[config.mk]
export PLATFORM = sky130hd
export DESIGN_NAME = axi_burst_mem_bridge
export DESIGN_NICKNAME = d
export VERILOG_FILES = /design/src/rtl/gpu_axi_pkg.sv /design/src/rtl/axi_burst_addr_gen.sv /design/src/rtl/axi_burst_mem_bridge.sv
export SDC_FILE = /design/constraint.sdc
export NUM_CORES = 1
export LEC_CHECK = 0
export CAP_MARGIN = 20
export CORE_AREA = 5 5 120 122
export CTS_CLUSTER_DIAMETER = 200
export DETAILED_ROUTE_END_ITERATION = 16
export DIE_AREA = 0 0 125 127
export PLACE_DENSITY = 0.76
export SLEW_MARGIN = 20
export SYNTH_ARGS = -nofsm -noshare
export SYNTH_HDL_FRONTEND = slang
export SYNTH_HIERARCHICAL = 1
export SYNTH_SLANG_ARGS = --single-unit
[constraint.sdc]
create_clock -name s_axi_aclk -period 1.8 [get_ports s_axi_aclk]
set_input_delay 0.36 -clock s_axi_aclk [delete_from_list [all_inputs] [get_ports s_axi_aclk]]
set_output_delay 0.36 -clock s_axi_aclk [all_outputs]
set_load 0.01 [all_outputs]
[src/rtl/gpu_axi_pkg.sv]
// Shared AXI burst encodings, response codes, FSM states and
// the burst next-address helper for the host-to-memory bridge.
package gpu_axi_pkg;

    localparam logic [1:0] BURST_FIXED = 2'b00;
    localparam logic [1:0] BURST_INCR  = 2'b01;
    localparam logic [1:0] BURST_WRAP  = 2'b10;

    localparam logic [1:0] RESP_OKAY   = 2'b00;
    localparam logic [1:0] RESP_SLVERR = 2'b10;

    typedef enum logic [1:0] {
        W_IDLE,
        W_DATA,
        W_RESP
    } wr_state_t;

    typedef enum logic [1:0] {
        R_IDLE,
        R_ISSUE,
        R_WAIT,
        R_VALID
    } rd_state_t;

    function automatic logic burst_err(
        input logic [1:0] burst,
        input logic [7:0] len
    );
        logic wrap_ok;
        wrap_ok = (len == 8'd1) || (len == 8'd3) ||
                  (len == 8'd7) || (len == 8'd15);
        return (burst == 2'b11) || ((burst == BURST_WRAP) && !wrap_ok);
    endfunction

    // WRAP lengths are 2^n-1, so len doubles as the in-block mask.
    function automatic logic [31:0] next_addr(
        input logic [31:0] addr,
        input logic [7:0]  len,
        input logic [1:0]  burst
    );
        logic [31:0] mask;
        logic [31:0] inc;
        logic [31:0] res;
        mask = {24'd0, len};
        inc  = addr + 32'd1;
        case (burst)
            BURST_INCR: res = inc;
            BURST_WRAP: res = (addr & ~mask) | (inc & mask);
            default:    res = addr;
        endcase
        return res;
    endfunction

endpackage

[src/rtl/axi_burst_addr_gen.sv]
// Per-channel burst tracker: latches the burst on the address
// handshake, then steps word address and beat count per beat.
module axi_burst_addr_gen
    import gpu_axi_pkg::*;
#(
    parameter int MW = 10
) (
    input  logic          clk,
    input  logic          rst_n,
    input  logic          load,
    input  logic [MW-1:0] load_addr,
    input  logic [7:0]    load_len,
    input  logic [1:0]    load_burst,
    input  logic          advance,
    output logic [MW-1:0] addr,
    output logic          last,
    output logic          err
);

    logic [7:0]    count;
    logic [7:0]    len;
    logic [1:0]    burst;
    logic [MW-1:0] nxt_addr;

    assign nxt_addr = MW'(next_addr(32'(addr), len, burst));
    assign last     = (count == len);

    always_ff @(posedge clk) begin
        if (!rst_n) begin
            addr  <= '0;
            count <= '0;
            len   <= '0;
            burst <= BURST_FIXED;
            err   <= 1'b0;
        end else if (load) begin
            addr  <= load_addr;
            count <= '0;
            len   <= load_len;
            burst <= load_burst;
            err   <= burst_err(load_burst, load_len);
        end else if (advance) begin
            addr  <= nxt_addr;
            count <= count + 8'd1;
        end
    end

endmodule

[src/rtl/axi_burst_mem_bridge.sv]
// AXI4 burst slave bridging host bursts onto a word-wide memory
// with separate write and read ports, one FSM per direction.
module axi_burst_mem_bridge
    import gpu_axi_pkg::*;
#(
    parameter int DATA_WIDTH   = 32,
    parameter int ADDR_WIDTH   = 12,
    parameter int READ_LATENCY = 1,
    localparam int OFF = $clog2(DATA_WIDTH / 8),
    localparam int MW  = ADDR_WIDTH - OFF
) (
    input  logic                    s_axi_aclk,
    input  logic                    s_axi_aresetn,
    input  logic [ADDR_WIDTH-1:0]   S_AXI_awaddr,
    input  logic [7:0]              S_AXI_awlen,
    input  logic [1:0]              S_AXI_awburst,
    input  logic                    S_AXI_awvalid,
    output logic                    S_AXI_awready,
    input  logic [DATA_WIDTH-1:0]   S_AXI_wdata,
    input  logic [DATA_WIDTH/8-1:0] S_AXI_wstrb,
    input  logic                    S_AXI_wlast,
    input  logic                    S_AXI_wvalid,
    output logic                    S_AXI_wready,
    output logic [1:0]              S_AXI_bresp,
    output logic                    S_AXI_bvalid,
    input  logic                    S_AXI_bready,
    input  logic [ADDR_WIDTH-1:0]   S_AXI_araddr,
    input  logic [7:0]              S_AXI_arlen,
    input  logic [1:0]              S_AXI_arburst,
    input  logic                    S_AXI_arvalid,
    output logic                    S_AXI_arready,
    output logic [DATA_WIDTH-1:0]   S_AXI_rdata,
    output logic [1:0]              S_AXI_rresp,
    output logic                    S_AXI_rlast,
    output logic                    S_AXI_rvalid,
    input  logic                    S_AXI_rready,
    output logic                    mem_we,
    output logic [MW-1:0]           mem_waddr,
    output logic [DATA_WIDTH-1:0]   mem_wdata,
    output logic [DATA_WIDTH/8-1:0] mem_wstrb,
    output logic                    mem_re,
    output logic [MW-1:0]           mem_raddr,
    input  logic [DATA_WIDTH-1:0]   mem_rdata
);

    localparam logic LAT_LAST = (READ_LATENCY == 2);

    wr_state_t w_state, w_next;
    rd_state_t r_state, r_next;

    logic          aw_hs, w_hs, ar_hs, r_adv, capture;
    logic          w_last, w_gen_err, wlast_err, w_err;
    logic          r_last, r_err;
    logic          lat_cnt;
    logic [MW-1:0] w_addr, r_addr;
    logic [DATA_WIDTH-1:0] rdata_q;
    logic          unused_lsb;

    assign unused_lsb = ^{S_AXI_awaddr[OFF-1:0], S_AXI_araddr[OFF-1:0]};

    // Write channel
    assign S_AXI_awready = (w_state == W_IDLE) && s_axi_aresetn;
    assign S_AXI_wready  = (w_state == W_DATA);
    assign S_AXI_bvalid  = (w_state == W_RESP);
    assign aw_hs = S_AXI_awvalid && S_AXI_awready;
    assign w_hs  = S_AXI_wvalid && S_AXI_wready;
    assign w_err = w_gen_err || wlast_err;
    assign S_AXI_bresp = (S_AXI_bvalid && w_err) ? RESP_SLVERR : RESP_OKAY;

    assign mem_we    = w_hs && !w_gen_err;
    assign mem_waddr = w_addr;
    assign mem_wdata = S_AXI_wdata;
    assign mem_wstrb = S_AXI_wstrb;

    axi_burst_addr_gen #(.MW(MW)) u_wgen (
        .clk        (s_axi_aclk),
        .rst_n      (s_axi_aresetn),
        .load       (aw_hs),
        .load_addr  (S_AXI_awaddr[ADDR_WIDTH-1:OFF]),
        .load_len   (S_AXI_awlen),
        .load_burst (S_AXI_awburst),
        .advance    (w_hs),
        .addr       (w_addr),
        .last       (w_last),
        .err        (w_gen_err)
    );

    // A wlast mismatch only poisons the response; beats already written stand.
    always_ff @(posedge s_axi_aclk) begin
        if (!s_axi_aresetn) begin
            w_state   <= W_IDLE;
            wlast_err <= 1'b0;
        end else begin
            w_state <= w_next;
            if (aw_hs)
                wlast_err <= 1'b0;
            else if (w_hs && (S_AXI_wlast != w_last))
                wlast_err <= 1'b1;
        end
    end

    always_comb begin
        w_next = w_state;
        case (w_state)
            W_IDLE:  if (aw_hs) w_next = W_DATA;
            W_DATA:  if (w_hs && w_last) w_next = W_RESP;
            W_RESP:  if (S_AXI_bready) w_next = W_IDLE;
            default: w_next = W_IDLE;
        endcase
    end

    // Read channel
    assign S_AXI_arready = (r_state == R_IDLE) && s_axi_aresetn;
    assign S_AXI_rvalid  = (r_state == R_VALID);
    assign S_AXI_rdata   = rdata_q;
    assign S_AXI_rlast   = S_AXI_rvalid && r_last;
    assign S_AXI_rresp   = (S_AXI_rvalid && r_err) ? RESP_SLVERR : RESP_OKAY;
    assign ar_hs   = S_AXI_arvalid && S_AXI_arready;
    assign r_adv   = S_AXI_rvalid && S_AXI_rready && !r_last;
    assign capture = (r_state == R_WAIT) && (lat_cnt == LAT_LAST);

    assign mem_re    = (r_state == R_ISSUE) && !r_err;
    assign mem_raddr = r_addr;

    axi_burst_addr_gen #(.MW(MW)) u_rgen (
        .clk        (s_axi_aclk),
        .rst_n      (s_axi_aresetn),
        .load       (ar_hs),
        .load_addr  (S_AXI_araddr[ADDR_WIDTH-1:OFF]),
        .load_len   (S_AXI_arlen),
        .load_burst (S_AXI_arburst),
        .advance    (r_adv),
        .addr       (r_addr),
        .last       (r_last),
        .err        (r_err)
    );

    always_ff @(posedge s_axi_aclk) begin
        if (!s_axi_aresetn) begin
            r_state <= R_IDLE;
            lat_cnt <= 1'b0;
            rdata_q <= '0;
        end else begin
            r_state <= r_next;
            lat_cnt <= (r_state == R_WAIT) ? !lat_cnt : 1'b0;
            if (capture)
                rdata_q <= r_err ? '0 : mem_rdata;
        end
    end

    always_comb begin
        r_next = r_state;
        case (r_state)
            R_IDLE:  if (ar_hs) r_next = R_ISSUE;
            R_ISSUE: r_next = R_WAIT;
            R_WAIT:  if (capture) r_next = R_VALID;
            R_VALID: if (S_AXI_rready) r_next = r_last ? R_IDLE : R_ISSUE;
            default: r_next = R_IDLE;
        endcase
    end

endmodule

==> summary.md, run 1 <==
| Metric | Value |
|---|---|
| Status | `finished with violations` |
| Failing checks | `setup timing` |
| Clk root buf | `clkbuf_16` |
| Detailed-route DRC error count | `0` |
| Crit path time final | `1.84 ns` |
| Skew-Pair Late Insertion Delay | `0.34 ns` |
| WP data arrival | `2.12 ns` |
| Hold Slack | `0.482 ns` |
| VDD IR max | `0.395 mV` |
| Post-Synthesis Cells | `529` |
| IO buf count | `141` |
| Clock power share | `0.289` |
| Initial antenna violation count | `0` |
| Final worst-path setup slack | `-0.0429 ns` |
| Leak | `2.75 nW` |
| Drt initial violations | `293` |
| Hold Crit Endpoint | `S_AXI_rdata[4]` |
| Ys flop type | `dfxtp_1` |
| Number of diodes | `0` |
| CTS buffer count | `9` |
| CP Data Required Time | `2.08 ns` |
| Pin count of the biggest net entering global routing | `33` |
| I/O pins | `220` |
| Via count of the first global-routing pass | `4535` |
| Number of flops mapped to enable cells by yosys | `0` |
| Longest Clk Path Bufs | `2` |
| CP endpoint kind | `flop` |
| Top cell type's share of synthesized area | `0.391` |
| Reg2Reg Setup Slack | `-0.04 ns` |
| Hold Path Cell Cnt | `1` |
| Initial Util | `0.376` |
| Sequential fraction of the synthesis area | `0.391` |
| Via Count | `4421` |
| Hpwl dp | `10.5 mm` |
| Final Max Slew Viols | `0` |
| Fin crit share | `1.02` |
| RSZ-0062 raised after global routing | `true` |
| Hold_buf cts | `0` |
| Post-synth top area cell | `dfxtp_1` |
| Setup CP Type | `flop to flop` |
| Core ar. | `13100 µm²` |
| Asr flop ratio synth | `0` |
| RePlAce Congestion | `0.841` |
| Post-Route WL | `14.1 mm` |
| Number of synthesized register bits | `96` |
| CTS tree | `yes` |
| HP Start | `S_AXI_rdata[4]` |
| Area Overhead vs Synth | `44.3%` |
| Site row count | `42` |
| H-tree depth | `3` |
| Flop pwr share | `0.408` |
| Placement Setup Slack | `-0.340 ns` |
| Grt met2 use | `0.292` |
| Die area | `15900 µm²` |
| Die height | `127 µm` |
| Worst reg2reg startpoint | `u_rgen/count[2]` |
| Final ANT Viol Nets | `0` |
| Power density over cell area | `900 nW/µm²` |
| RR Endpoint | `u_rgen/addr[0]` |
| GR Layer Usage met3 | `0.0392` |
| Setup violators final | `1` |
| Global Route met1 Usage | `0.203` |
| Initial DRT Pass Iterations | `4` |
| Hold Fails Final Rpt | `0` |
| Combinational share of power | `0.303` |
| Netlist cell types | `53` |
| Die width | `125 µm` |
| GR peak layer | `met2` |
| Switch Pwr | `1.95 mW` |
| WL/cell | `16.2 µm` |
| Yosys warning count | `6` |
| Post-Syn Area per Cell | `9.30 µm²` |
| Area contributors post-synth | `dfxtp_1 (39%), buf_4 (6.3%), xnor2_1 (5.3%)` |
| Startpoint types | `flop` |
| CP Max Fanout | `6` |
| Reg clk slew, reported paths | `0.07 ns` |
| Max cap viols | `0` |
| HP Class | `flop to flop` |
| Final nets | `816` |
| First-pass GRT wire length | `22.2 mm` |
| Clk_skew | `0.00493 ns` |
| Sink Count | `96` |
| Layout cell share with drive strength beyond 1 | `0.241` |
| Total grt overflow | `0` |
| Max Clk Rate | `0.543 GHz` |
| Int Pwr | `4.44 mW` |
| Synth Cell Area | `4920 µm²` |
| Mean number of vias per cell | `5.09` |
| Worst R2R Path Depth | `9` |
| Tot GR Track Use | `0.169` |
| Switching power share of the total | `0.304` |
[worst max-delay path: stages, from the launching register on]
cell     delay (ns)
dfxtp_2        0.34
xnor2_2        0.16
nand4_1        0.15
nor2_2         0.15
nor2b_1        0.07
and2_4         0.16
buf_6          0.13
a21o_4         0.22
a211o_1        0.28
a21oi_2        0.12
[placed cells by master (no fill, tap or decap), types with 5 or more instances in the layout]
cell	Yosys	final
a21o_1	6	6
clkbuf_16	0	9
a211oi_1	10	7
o21a_1	5	5
nor3_1	11	9
nor2b_1	16	15
nor2_1	42	40
a22o_2	20	20
nand2_1	24	24
nand3b_1	6	6
inv_1	8	8
dlygate4sd2_1	0	6
a21oi_1	34	31
mux2i_1	24	24
o21ai_0	18	18
clkdlybuf4s50_1	0	130
xnor2_1	30	25
dfxtp_1	96	75
a211oi_2	2	5
xnor2_2	0	5
or3_1	8	7
nand4_1	15	15
a22o_1	12	12
dfxtp_2	0	21
nand2b_1	11	10
nand3_1	5	5
xor2_1	11	11
ha_1	9	8
buf_4	41	60
[per-stage QoR]
step	instances	total power [mW]	utilization	cell area [µm²]	TNS [ns]
after floorplan	530	3.61	-	4930	0
after global placement	845	4.44	0.506	6620	-14.02
after detailed placement	845	4.51	0.506	6620	-15.88
after CTS	864	6.39	0.533	6970	-0.0113
after global routing	868	6.72	0.543	7100	-0.837
final	868	6.39	0.543	7100	-0.0429
[cell families after synthesis]
logic type / Yosys count / synth area share
simple gates: 166 / 0.190
compound gates: 123 / 0.179
flops: 96 / 0.391
buf+inv: 69 / 0.0948
xor+xnor: 41 / 0.0730
mux: 24 / 0.0488
fa+ha+maj: 9 / 0.0229
other cells: 1 / 0.000762
[cells in the mapped netlist, drive strengths merged (6+ instances only)]
cell type / n
nand4: 17
xor2: 11
a211oi: 12
dfxtp: 96
o21ai: 18
inv: 8
a21o: 8
nor3: 11
a22o: 32
nand3b: 6
nand2: 24
or3: 8
a21oi: 35
nor2: 42
nor2b: 17
mux2i: 24
buf: 54
clkbuf: 7
xnor2: 30
ha: 9
nand2b: 13
[per-layer routing]
layer	vias to the layer above	routed length [µm]
met3	33	823
met5	-	0
met2	145	6810
li1	2155	-
met4	0	331
met1	2088	6090
[power groups by stage]
stage | combinational, mW | clock (mW) | sequential [mW]
finish | 1.94 | 1.85 | 2.61
CTS | 1.89 | 1.90 | 2.59
detailed placement | 1.87 | 0 | 2.63
global route | 2.09 | 1.99 | 2.64
global placement | 1.82 | 0 | 2.62
floorplan | 0.935 | 0 | 2.68
[what timing repair did]
action | CTS | global route
resized for setup | 41 | 30
cloned | 0 | 0
endpoints found under the setup margin | 23 | 22
hold endpoints to repair | 0 | 0
pin swaps | 11 | 13
setup buffers | 3 | 4
[area by class of cell]
cell class | instances | area (µm²)
flip-flops and latches | 96 | 1950
clock buffers | 9 | 225
inverters | 8 | 30.0
fillers | 1130 | 5980
repair buffers | 207 | 1940
multi-input cells | 365 | 2680
well taps | 176 | 220
clock inverters | 7 | 61.3
[worst max-delay path by stage]
stage | from | end | slack [ns] | depth (start not counted)
floorplan | u_rgen/count[3] | u_rgen/addr[0] | 0.03 | 9
global placement | s_axi_aresetn | S_AXI_awready | -0.33 | 4
detailed placement | s_axi_aresetn | flop | -0.34 | 5
CTS | u_rgen/count[2] | u_rgen/addr[0] | -0.01 | 9
global route | u_rgen/count[2] | u_rgen/addr[0] | -0.13 | 9
finish | u_rgen/count[2] | u_rgen/addr[0] | -0.04 | 9
No activity file was read; power rests on OpenSTA's default activity.
==> inputs of run 2 (changes only) <==
--- a/config.mk
+++ b/config.mk
@@ -6,11 +6,11 @@
 export NUM_CORES = 1
 export LEC_CHECK = 0
 export CAP_MARGIN = 20
-export CORE_AREA = 5 5 120 122
+export CORE_AREA = 5 5 110 112
 export CTS_CLUSTER_DIAMETER = 200
 export DETAILED_ROUTE_END_ITERATION = 16
-export DIE_AREA = 0 0 125 127
-export PLACE_DENSITY = 0.76
+export DIE_AREA = 0 0 115 117
+export PLACE_DENSITY = 0.86
 export SLEW_MARGIN = 20
 export SYNTH_ARGS = -nofsm -noshare
 export SYNTH_HDL_FRONTEND = slang
==> constraint.sdc (replaced) <==
create_clock -name s_axi_aclk -period 2.15 [get_ports s_axi_aclk]
set_input_delay 0.43 -clock s_axi_aclk [delete_from_list [all_inputs] [get_ports s_axi_aclk]]
set_output_delay 0.43 -clock s_axi_aclk [all_outputs]
set_load 0.01 [all_outputs]
==> summary.md, run 2 (synthesis gave the netlist of run 1 again) <==
| Metric | Value |
|---|---|
| Post-Route WL | `13.4 mm` |
| WP data arrival | `1.63 ns` |
| Clk_skew | `0.00938 ns` |
| Core ar. | `11100 µm²` |
| Mean number of vias per cell | `5.55` |
| CTS buffer count | `9` |
| Final worst-path setup slack | `0.0906 ns` |
| Tot GR Track Use | `0.195` |
| Sink Count | `96` |
| Crit path time final | `2.06 ns` |
| Fin crit share | `0.958` |
| Setup CP Type | `flop to output port` |
| Die height | `117 µm` |
| Max Clk Rate | `0.486 GHz` |
| Number of diodes | `0` |
| WL/cell | `16.7 µm` |
| Final nets | `785` |
| Die area | `13500 µm²` |
| Detailed-route DRC error count | `0` |
| I/O pins | `220` |
| First-pass GRT wire length | `21.3 mm` |
| Layout cell share with drive strength beyond 1 | `0.162` |
| Area occupied by multi-input gates | `2560 µm²` |
| Skew-Pair Late Insertion Delay | `0.35 ns` |
| CP Data Required Time | `1.72 ns` |
| Reg area | `1940 µm²` |
| Hold_buf cts | `0` |
| Pin count of the biggest net entering global routing | `33` |
| Setup violators final | `0` |
| Leak | `2.55 nW` |
| Placed Area | `6370 µm²` |
| Drt initial violations | `309` |
| H-tree depth | `3` |
| Placement Setup Slack | `-0.107 ns` |
| Clk root buf | `clkbuf_16` |
| Hpwl dp | `10.1 mm` |
| Initial antenna violation count | `0` |
| Fin area | `6700 µm²` |
| # fillers | `919` |
| Site row count | `39` |
| Longest Clk Path Bufs | `2` |
| Reg clk slew, reported paths | `0.07 ns` |
| Max cap viols | `0` |
| Initial DRT Pass Iterations | `6` |
| Die width | `115 µm` |
| Status | `complete, no violations` |
| IO buf count | `141` |
| Commonest cells after routing, fill and taps aside | `clkdlybuf4s50_1 (136), dfxtp_1 (83), nor2_1 (41), a21oi_1 (34), buf_4 (33)` |
| HP Class | `flop to flop` |
| Total grt overflow | `0` |
| Final Non-Filler Cells | `804` |
| Via count of the first global-routing pass | `4443` |
| CP endpoint kind | `output port` |
| Sum Neg Setup Slack | `0 ns` |
| Area Overhead vs Synth | `36.1%` |
| Placed insts | `788` |
| Power density over cell area | `784 nW/µm²` |
| RePlAce Congestion | `0.889` |
| Fin util | `0.602` |
| Via Count | `4462` |
| Startpoint types | `flop` |
| Most common cell after layout, fill and taps aside | `clkdlybuf4s50_1` |
| Final ANT Viol Nets | `0` |
| VDD IR max | `0.409 mV` |
| CTS tree | `yes` |
| CP Max Fanout | `5` |
| Hold Fails Final Rpt | `0` |
| Final Max Slew Viols | `0` |
| Initial Util | `0.442` |
run 2: area by class of cell:
type	count	area share
Clock inverter	5	0.00579
Inverter	8	0.00448
Multi-Input combinational cell	365	0.382
Sequential cell	96	0.289
Tap cell	143	0.0267
Clock buffer	11	0.0377
Timing Repair Buffer	176	0.253
run 2: per-stage QoR:
stage          hold WS, ns  power, mW
6_report             0.483       5.25
3_5_place_dp         0.468       3.68
3_3_place_gp         0.463       3.62
5_1_grt              0.499       5.52
4_1_cts              0.486       5.28
2_1_floorplan        0.471       3.02
run 2: worst paths after layout:
check	from	endpoint	slack [ns]	cells after the start
worst max register to register	u_rgen/count[7]	u_rgen/addr[0]	0.20	9
worst max-delay path	r_state[1]	mem_re	0.09	4
worst min-delay path	S_AXI_rdata[16]	S_AXI_rdata[16]	0.48	1
worst min register to register	S_AXI_rdata[16]	S_AXI_rdata[16]	0.48	1
run 2: report_power, final:
group          internal, mW  total (mW)  switching [mW]
logic                 0.849        1.50           0.647
registers              1.99        2.20           0.212
clock network         0.858        1.55           0.696
total                  3.69        5.25            1.55
run 2: repair_timing:
| action | in CTS | in global routing |
|---|---|---|
| endpoints found under the hold margin | 0 | 0 |
| cloned | 0 | 0 |
| setup endpoints to repair | 5 | 3 |
| buffers inserted | 0 | 0 |
| gates resized for setup | 20 | 4 |
run 2: metal layers:
metal  track usage  wire length, µm  vias up  part of all wire
li1              -                -     2092                 -
met1         0.230             5330     2070              0.40
met5             0                0        -                 0
met3        0.0478             1230       51             0.092
met2         0.331             6390      249              0.48
met4         0.100              454        0             0.034
run 2: critical path: stages (launching register included):
cell and delay [ns]:
dfxtp_2 0.35, inv_2 0.10, ha_1 0.15, nor2b_1 0.14, clkdlybuf4s50_1 0.55
==> inputs of run 3 (changes only) <==
--- a/config.mk
+++ b/config.mk
@@ -11,6 +11,7 @@
 export DETAILED_ROUTE_END_ITERATION = 16
 export DIE_AREA = 0 0 115 117
 export PLACE_DENSITY = 0.86
+export SKIP_LAST_GASP = 1
 export SLEW_MARGIN = 20
 export SYNTH_ARGS = -nofsm -noshare
 export SYNTH_HDL_FRONTEND = slang
==> results of run 3 <==
Final layout, timing and power as in run 2 (identical DEF).
